File: config.mk
export PLATFORM = sky130hd
export DESIGN_NAME = tape_sequencer
export DESIGN_NICKNAME = d
export VERILOG_FILES = /design/src/rtl/tape_seq_pkg.sv /design/src/rtl/beat_tick_gen.sv /design/src/rtl/tape_sequencer.sv
export SDC_FILE = /design/constraint.sdc
export NUM_CORES = 1
export LEC_CHECK = 0
export ABC_AREA = 0
export CORE_MARGIN = 4
export CORE_UTILIZATION = 40
export CTS_CLUSTER_SIZE = 28
export DETAILED_ROUTE_END_ITERATION = 8
export RECOVER_POWER = 100
export SETUP_SLACK_MARGIN = 0.3
export SYNTH_ARGS = -nofsm -noshare
export SYNTH_HDL_FRONTEND = slang
export SYNTH_SLANG_ARGS = --single-unit
File: constraint.sdc
create_clock -name clk -period 7.45 [get_ports clk]
set_clock_uncertainty 0.05 [all_clocks]
set_input_delay 1.49 -clock clk [delete_from_list [all_inputs] [get_ports clk]]
set_output_delay 1.49 -clock clk [all_outputs]
set_load 0.01 [all_outputs]
File: src/rtl/tape_seq_pkg.sv
// Shared types and tape-word field layout for the paper-tape sequencer.
// Tape word is {note, dur}; dur occupies the low bits.
package tape_seq_pkg;

    typedef enum logic [2:0] {
        StIdle,
        StFetch,
        StWaitData,
        StPlay,
        StPaused,
        StEnd
    } seq_state_e;

    localparam int unsigned DurLsb    = 0;
    localparam int unsigned EndMarker = 0;

    function automatic int unsigned note_lsb(input int unsigned dur_w);
        return dur_w;
    endfunction

endpackage

File: src/rtl/beat_tick_gen.sv
// Tempo-programmable beat generator: adds tempo_bpm every enabled cycle and
// emits one tick per BEAT_DEN accumulated, keeping the remainder as phase.
module beat_tick_gen #(
    parameter longint unsigned BEAT_DEN = 64'd6_000_000_000,
    parameter int unsigned     TEMPO_W  = 8
) (
    input  logic               clk,
    input  logic               rst_n,
    input  logic               en,
    input  logic               clr,
    input  logic [TEMPO_W-1:0] tempo_bpm,
    output logic               beat_tick
);

    localparam int unsigned AccW = $clog2(BEAT_DEN + (64'd1 << TEMPO_W));

    logic [AccW-1:0] acc_q, acc_d;
    logic [AccW:0]   acc_sum;

    always_comb begin
        acc_sum   = {1'b0, acc_q} + (AccW + 1)'(tempo_bpm);
        beat_tick = en && (acc_sum >= (AccW + 1)'(BEAT_DEN));
        acc_d     = acc_q;
        if (clr) begin
            acc_d = '0;
        end else if (en) begin
            // Keep the remainder so the beat phase survives pauses and note changes.
            acc_d = beat_tick ? AccW'(acc_sum - (AccW + 1)'(BEAT_DEN)) : AccW'(acc_sum);
        end
    end

    always_ff @(posedge clk) begin
        if (!rst_n) begin
            acc_q <= '0;
        end else begin
            acc_q <= acc_d;
        end
    end

endmodule

File: src/rtl/tape_sequencer.sv
// Paper-tape playback controller: fetches {note, dur} entries and holds each note
// for dur beats. Define LOOP_PLAYBACK_EN to restart from address 0 at end of tape.
module tape_sequencer
    import tape_seq_pkg::*;
#(
    parameter int unsigned CLK_HZ  = 100_000_000,
    parameter int unsigned ADDR_W  = 6,
    parameter int unsigned NOTE_W  = 6,
    parameter int unsigned DUR_W   = 3,
    parameter int unsigned TEMPO_W = 8
) (
    input  logic                    clk,
    input  logic                    rst_n,
    input  logic                    play_btn,
    input  logic                    stop_btn,
    input  logic [TEMPO_W-1:0]      tempo_bpm,
    output logic [ADDR_W-1:0]       tape_addr,
    input  logic [NOTE_W+DUR_W-1:0] tape_data,
    output logic [NOTE_W-1:0]       note_out,
    output logic                    note_valid,
    output logic                    playing,
    output logic                    paused,
    output logic                    beat_tick,
    output logic                    done_pulse
);

    localparam longint unsigned BeatDen = 64'(CLK_HZ) * 64'd60;
    localparam int unsigned     NoteLsb = note_lsb(DUR_W);
`ifdef LOOP_PLAYBACK_EN
    localparam bit LoopEn = 1'b1;
`else
    localparam bit LoopEn = 1'b0;
`endif

    seq_state_e        state_q, state_d;
    logic [ADDR_W-1:0] addr_q, addr_d;
    logic [NOTE_W-1:0] note_q, note_d;
    logic [DUR_W-1:0]  beats_q, beats_d;
    logic              valid_q, valid_d;
    logic              done_q, done_d;
    logic              tick;
    logic [DUR_W-1:0]  word_dur;
    logic [NOTE_W-1:0] word_note;

    assign word_dur  = tape_data[DurLsb +: DUR_W];
    assign word_note = tape_data[NoteLsb +: NOTE_W];

    beat_tick_gen #(
        .BEAT_DEN (BeatDen),
        .TEMPO_W  (TEMPO_W)
    ) u_beat_tick_gen (
        .clk       (clk),
        .rst_n     (rst_n),
        .en        (state_q == StPlay),
        .clr       ((state_q == StIdle) || (state_q == StEnd)),
        .tempo_bpm (tempo_bpm),
        .beat_tick (tick)
    );

    always_comb begin
        state_d = state_q;
        addr_d  = addr_q;
        note_d  = note_q;
        beats_d = beats_q;
        valid_d = valid_q;
        done_d  = 1'b0;
        if (stop_btn) begin
            state_d = StIdle;
            addr_d  = '0;
            valid_d = 1'b0;
        end else begin
            unique case (state_q)
                StIdle: begin
                    if (play_btn) state_d = StFetch;
                end
                StFetch: state_d = StWaitData;
                StWaitData: begin
                    if (word_dur == DUR_W'(EndMarker)) begin
                        done_d = 1'b1;
                        // An end marker at address 0 would loop forever, so it always ends.
                        if (LoopEn && (addr_q != '0)) begin
                            addr_d  = '0;
                            state_d = StFetch;
                        end else begin
                            state_d = StEnd;
                            valid_d = 1'b0;
                        end
                    end else begin
                        note_d  = word_note;
                        beats_d = word_dur;
                        valid_d = 1'b1;
                        state_d = StPlay;
                    end
                end
                StPlay: begin
                    if (play_btn) begin
                        state_d = StPaused;
                        valid_d = 1'b0;
                        // A final tick coinciding with pause is dropped, not consumed.
                        if (tick && (beats_q > DUR_W'(1))) beats_d = beats_q - DUR_W'(1);
                    end else if (tick) begin
                        beats_d = beats_q - DUR_W'(1);
                        if (beats_q == DUR_W'(1)) begin
                            if (&addr_q) begin
                                done_d = 1'b1;
                                if (LoopEn) begin
                                    addr_d  = '0;
                                    state_d = StFetch;
                                end else begin
                                    state_d = StEnd;
                                    valid_d = 1'b0;
                                end
                            end else begin
                                addr_d  = addr_q + ADDR_W'(1);
                                state_d = StFetch;
                            end
                        end
                    end
                end
                StPaused: begin
                    if (play_btn) begin
                        state_d = StPlay;
                        valid_d = 1'b1;
                    end
                end
                StEnd: begin
                    if (play_btn) begin
                        addr_d  = '0;
                        state_d = StFetch;
                    end
                end
                default: state_d = StIdle;
            endcase
        end
    end

    always_ff @(posedge clk) begin
        if (!rst_n) begin
            state_q <= StIdle;
            addr_q  <= '0;
            note_q  <= '0;
            beats_q <= '0;
            valid_q <= 1'b0;
            done_q  <= 1'b0;
        end else begin
            state_q <= state_d;
            addr_q  <= addr_d;
            note_q  <= note_d;
            beats_q <= beats_d;
            valid_q <= valid_d;
            done_q  <= done_d;
        end
    end

    assign tape_addr  = addr_q;
    assign note_out   = note_q;
    assign note_valid = valid_q;
    assign playing    = (state_q == StFetch) || (state_q == StWaitData) || (state_q == StPlay);
    assign paused     = (state_q == StPaused);
    assign beat_tick  = tick;
    assign done_pulse = done_q;

endmodule

Word-level counts from Yosys, hierarchy flattened:

Index checks and enable logic that the tools add are counted.

* bitwise logic cells: 3
* reductions and logical operators: 19
* magnitude comparators: 2
* equal/unequal tests: 18
* muxes and demuxes: 33
* add/sub/neg operators: 4

Operators with widths (count)
* 33-bit by 8-bit adder with 34-bit output: 1
* 34-bit by 33-bit greater-or-equal comparator with 1-bit output, second input constant: 1
* 3-bit two-way mux: 11
* 33-bit two-way mux: 1
* 33-bit subtractor, second input constant: 1
* 6-bit two-way mux: 5
* 3-bit one-hot mux with 5 select lines: 1
* 2-bit inequality test, second input constant: 7
* 3-bit inequality test, second input constant: 4
* 6-bit one-hot mux with 2 select lines: 1
* 6-bit AND reduction: 2
* 1-bit two-way mux: 11
* 5-bit AND reduction: 2
* 6-bit by 1-bit adder with 6-bit output, second input constant: 1
* 3-bit by 1-bit == test with 1-bit output, second input constant: 2
* 3-bit by 2-bit == test with 1-bit output, second input constant: 2
* 3-bit == test, second input constant: 2
* 3-bit logical NOT: 2
* 3-bit one-hot mux with 2 select lines: 1
* 2-bit OR reduction: 3
* 4-bit AND reduction: 1
* 2-bit nonzero test: 2
* 3-bit by 1-bit greater-than comparator with 1-bit output, second input constant: 1
* 1-bit logical OR: 3
* other kinds (8): 11

* register bits: 53

Longest topological paths before layout:

* word-level depth: 7
* gate-level depth with buffers: 16
* mapped depth without buffers: 13

By module:

Synthesis repeated with hierarchy kept, for this count alone.

* cell total of the unflattened synthesis: 597
* area, all modules: 4647.0 sq um

By module, submodules not included
* beat_tick_gen: instances 1, area an instance 3482.1 sq um, cells an instance 463
* tape_sequencer: instances 1, area an instance 1164.9 sq um, cells an instance 134

Worst setup path after synthesis:

Ideal clock, no wire load.

* path kind: input -> output
* start point: in tempo_bpm[0]
* end point: out beat_tick
* stages: 12
* buffers on the path: 1
* slack: 1408 ps
* required time: 5910 ps
* data arrival time: 4502 ps
* cells stage by stage: ha_1 fa_1 a211oi_1 o211ai_2 nand4b_1 buf_2 nor3_1 or4b_1 a211o_1 a311oi_4 nor2_2 nor2_1

* longest elaborated chain between the ends: 3

Ends and longest elaborated chain
* start, declared: RTL line tape_sequencer.sv:16 `input logic [TEMPO_W-1:0] tempo_bpm,`
* 33-bit by 8-bit adder with 34-bit output: RTL line beat_tick_gen.sv:21 `acc_sum = {1'b0, acc_q} + (AccW + 1)'(tempo_bpm);`
* 34-bit by 33-bit greater-or-equal comparator with 1-bit output: RTL line beat_tick_gen.sv:22 `beat_tick = en && (acc_sum >= (AccW + 1)'(BEAT_DEN));`
* 1-bit logical AND: RTL line beat_tick_gen.sv:22
* end, declared: RTL line tape_sequencer.sv:23 `output logic beat_tick,`

No other way between the ends.

Worst setup path in the final report:

* start point: in tempo_bpm[1]
* end point: out beat_tick

The elaborated chain is that of the path after synthesis.

==> out/qor.csv <==
stage;metric;value;unit
die;I/O pins;38;
power_and_ir_drop;Net Sw Frac;24.4;%
cts;cts-stage hold buffer count;0;
global_routing;largest net degree at the start of global routing;50;
global_routing;global route total overflow;0;
routing;initial drt markers;378;
cts;Clock Latency Late Sink;0.31;ns
power_and_ir_drop;Logic pwr share;6.5;%
power_and_ir_drop;clock group share of total power;44.2;%
logic_synthesis;post-synth cell types;84;
critical_path;Critical Path AT;5.46;ns
worst_hold_path;Hold WC Path Type;reg2reg;
die;core region area;11500;um2
global_routing;vias in the first global route;4585;
layout;Nets;669;
critical_path;Setup CP Type;in2out;
sta;final worst setup slack;0.450;ns
power_and_ir_drop;power density cells;109;nW/um2
sta;Slew @ Worst Pin;1.88;ns
cts;CTS Buffer Depth;2;
routing;DRT Wirelength;13.2;mm
placed_design;Place WS;0.358;ns
logic_synthesis;#FFs+latches synth;53;
cts;root buffer cell;clkbuf_16;
logic_synthesis;ranking of synthesized cells by area;dfxtp_1, nand2_1, mux2i_1;
routing;DRT Pass-1 Iters;5;
die;die height;116;um
routing;vias per cell;6.14;
cts;CTS tree;yes;
power_and_ir_drop;Reg power frac;49.4;%
placed_design;IO buf count;37;
routing;average routed wire per standard cell;17.0;um
logic_synthesis;syn nets;659;
placed_design;GPL Wtd Cong;0.941;
cts;CTS buffer count;5;
placed_design;detailed-placement wirelength estimate;9.44;mm
power_and_ir_drop;Psw;141;uW
global_routing;Tot GR Track Use;20.3;%
cts;CTS sink count;53;
die;Core Rows;39;
sta;Final min period;7.00;ns
logic_synthesis;register area share after synthesis;22.6;%
logic_synthesis;post-synth top area share;22.6;%
layout;layout cells sized above 1;7.55;%
logic_synthesis;Syn. warnings;0;
sta;Slew Limit Fails;46;
logic_synthesis;syn avg cell area;7.52;um2
sta;Achievable Freq;0.143;GHz
power_and_ir_drop;worst vdd ir;0.101;mV
global_routing;first-pass GRT wire length;22.3;mm
logic_synthesis;Main synth FF type;dfxtp_1;
sta;crit share post-route;94.0;%
sta;RSZ-0062 raised after global routing;false;
critical_path;R2R setup slack;2.56;ns
sta;Hold Vio Cnt, Final;0;
die;width of the die;116;um
cts;H-Tree Level Count;2;
logic_synthesis;Synth Instances;625;
critical_path;Critical Path RT;5.91;ns
sta;Slew headroom;-26.3;%
routing;DRC;0;
status;outcome;complete, but fails checks;
cts;CTS clock-pin slew for the worst setup and hold paths;0.07;ns
routing;via count;4781;
sta;Setup-failing EPs final;0;
logic_synthesis;number of synthesized flops with an enable pin;0;
logic_synthesis;async set or reset register ratio after synthesis;0;%
layout;antenna cells;0;
run;max_cap viols;2;
layout;area grow syn2layout;12.5;%
routing;Antenna Nets Post-Route;0;
die;Die ar.;13500;um2
sta;Fin Setup TNS;0;ns
logic_synthesis;area of the mapped netlist;4700;um2
logic_synthesis;post-synth top area cell;dfxtp_1;
critical_path;CP Capture Type;output pin;
power_and_ir_drop;Int Pwr;437;uW
critical_path;crit path max fanout;11;
global_routing;initial antenna violation count;0;
critical_path;startpoint types;input pin;
power_and_ir_drop;Leak;1.74;nW
sta;worst hold margin;0.411;ns
status;failing checks;max-capacitance violations, max-slew violations;
die;Initial Util;41.0;%
-- per-layer routing --
metal | global-route usage (%) | part of all wire (%) | vias up
li1 | - | - | 2349
met1 | 26.3 | 45 | 2246
met2 | 33.9 | 47 | 156
met3 | 2.95 | 5.4 | 30
met4 | 8.28 | 2.7 | 0
met5 | 0 | 0 | -
-- sequential cells by signal, indices dropped and copies added (netlist names) --
register               cells
done_pulse                 1
u_beat_tick_gen.acc_q     33
state_q                    3
note_valid                 1
note_out                   6
tape_addr                  6
beats_q                    3
-- worst max-delay path: stages --
cell,delay (ns)
dlygate4sd3_1,0.58
fa_1,0.52
a211oi_4,0.34
o211ai_4,0.17
nand4b_1,0.20
clkbuf_1,0.37
nor2_1,0.17
xnor2_1,0.21
a31o_2,0.29
a311oi_4,0.32
nor2_4,0.12
nor2_1,0.12
clkdlybuf4s50_1,0.54
-- kinds of logic after synthesis --
logic type / after synthesis / synth area share, %
AOI/OAI and AO/OA: 165 / 26.8
xor gates and xnor gates: 31 / 5.78
DFF: 53 / 22.6
buffers and inverters: 63 / 5.65
and+or+nand+nor: 276 / 30.4
muxes: 24 / 5.11
adders and majority gates: 13 / 3.62
-- power by group through the flow --
stage | clock network, mW | logic (mW) | registers (mW)
floorplan | 0 | 0.0212 | 0.291
global placement | 0 | 0.0372 | 0.292
detailed placement | 0 | 0.0380 | 0.292
CTS | 0.265 | 0.0382 | 0.285
global route | 0.275 | 0.0413 | 0.285
finish | 0.255 | 0.0373 | 0.285
-- synthesized netlist by cell type, types with 13 or more instances --
cell / count
inv_1: 14
dfxtp_1: 53
buf_2: 13
nand3_1: 39
o21ai_0: 23
and3_1: 13
xnor2_1: 20
nor3_1: 17
clkbuf_1: 29
nor2_1: 52
a21oi_1: 33
mux2i_1: 24
nand2_1: 66
nand4_1: 14
-- cell type report --
type | instances | area (um2)
Timing Repair Buffer | 51 | 457
Tap cell | 143 | 179
Sequential cell | 53 | 1060
Multi-Input combinational cell | 509 | 3380
Inverter | 15 | 56.3
Fill cell | 1116 | 6180
Clock inverter | 2 | 17.5
Clock buffer | 6 | 139
-- final timing paths --
path         cells after the start                       end                startpoint
max                             13                 beat_tick              tempo_bpm[1]
min                              2  u_beat_tick_gen.acc_q[5]  u_beat_tick_gen.acc_q[5]
max reg2reg                     14              tape_addr[1]  u_beat_tick_gen.acc_q[0]
min reg2reg                      2  u_beat_tick_gen.acc_q[5]  u_beat_tick_gen.acc_q[5]
-- per-stage QoR --
stage / area (um2) / power (mW) / utilization, % / instances
after floorplan: 4700 / 0.312 / - / 625
after global placement: 5150 / 0.329 / 44.9 / 770
after detailed placement: 5150 / 0.330 / 44.9 / 770
after CTS: 5310 / 0.589 / 46.3 / 778
after global routing: 5290 / 0.601 / 46.1 / 779
final: 5290 / 0.578 / 46.1 / 779
-- cells in the final DEF (no fill, tap or decap), types with 14 or more instances in the layout --
cell type,n
a21oi_1,33
clkdlybuf4s50_1,17
dfxtp_1,53
dlygate4sd3_1,20
inv_1,14
mux2i_1,24
nand2_1,64
nand3_1,39
nand4_1,14
nor2_1,51
nor3_1,17
o21ai_0,26
xnor2_1,20
-- timing repair --
| action | in CTS | in global routing |
|---|---|---|
| hold endpoints to repair | 0 | 0 |
| resized for setup | 0 | 6 |
| setup buffers | 0 | 1 |
| setup endpoints to repair | 0 | 1 |
Note: power is estimated with default switching activity, not from simulation.
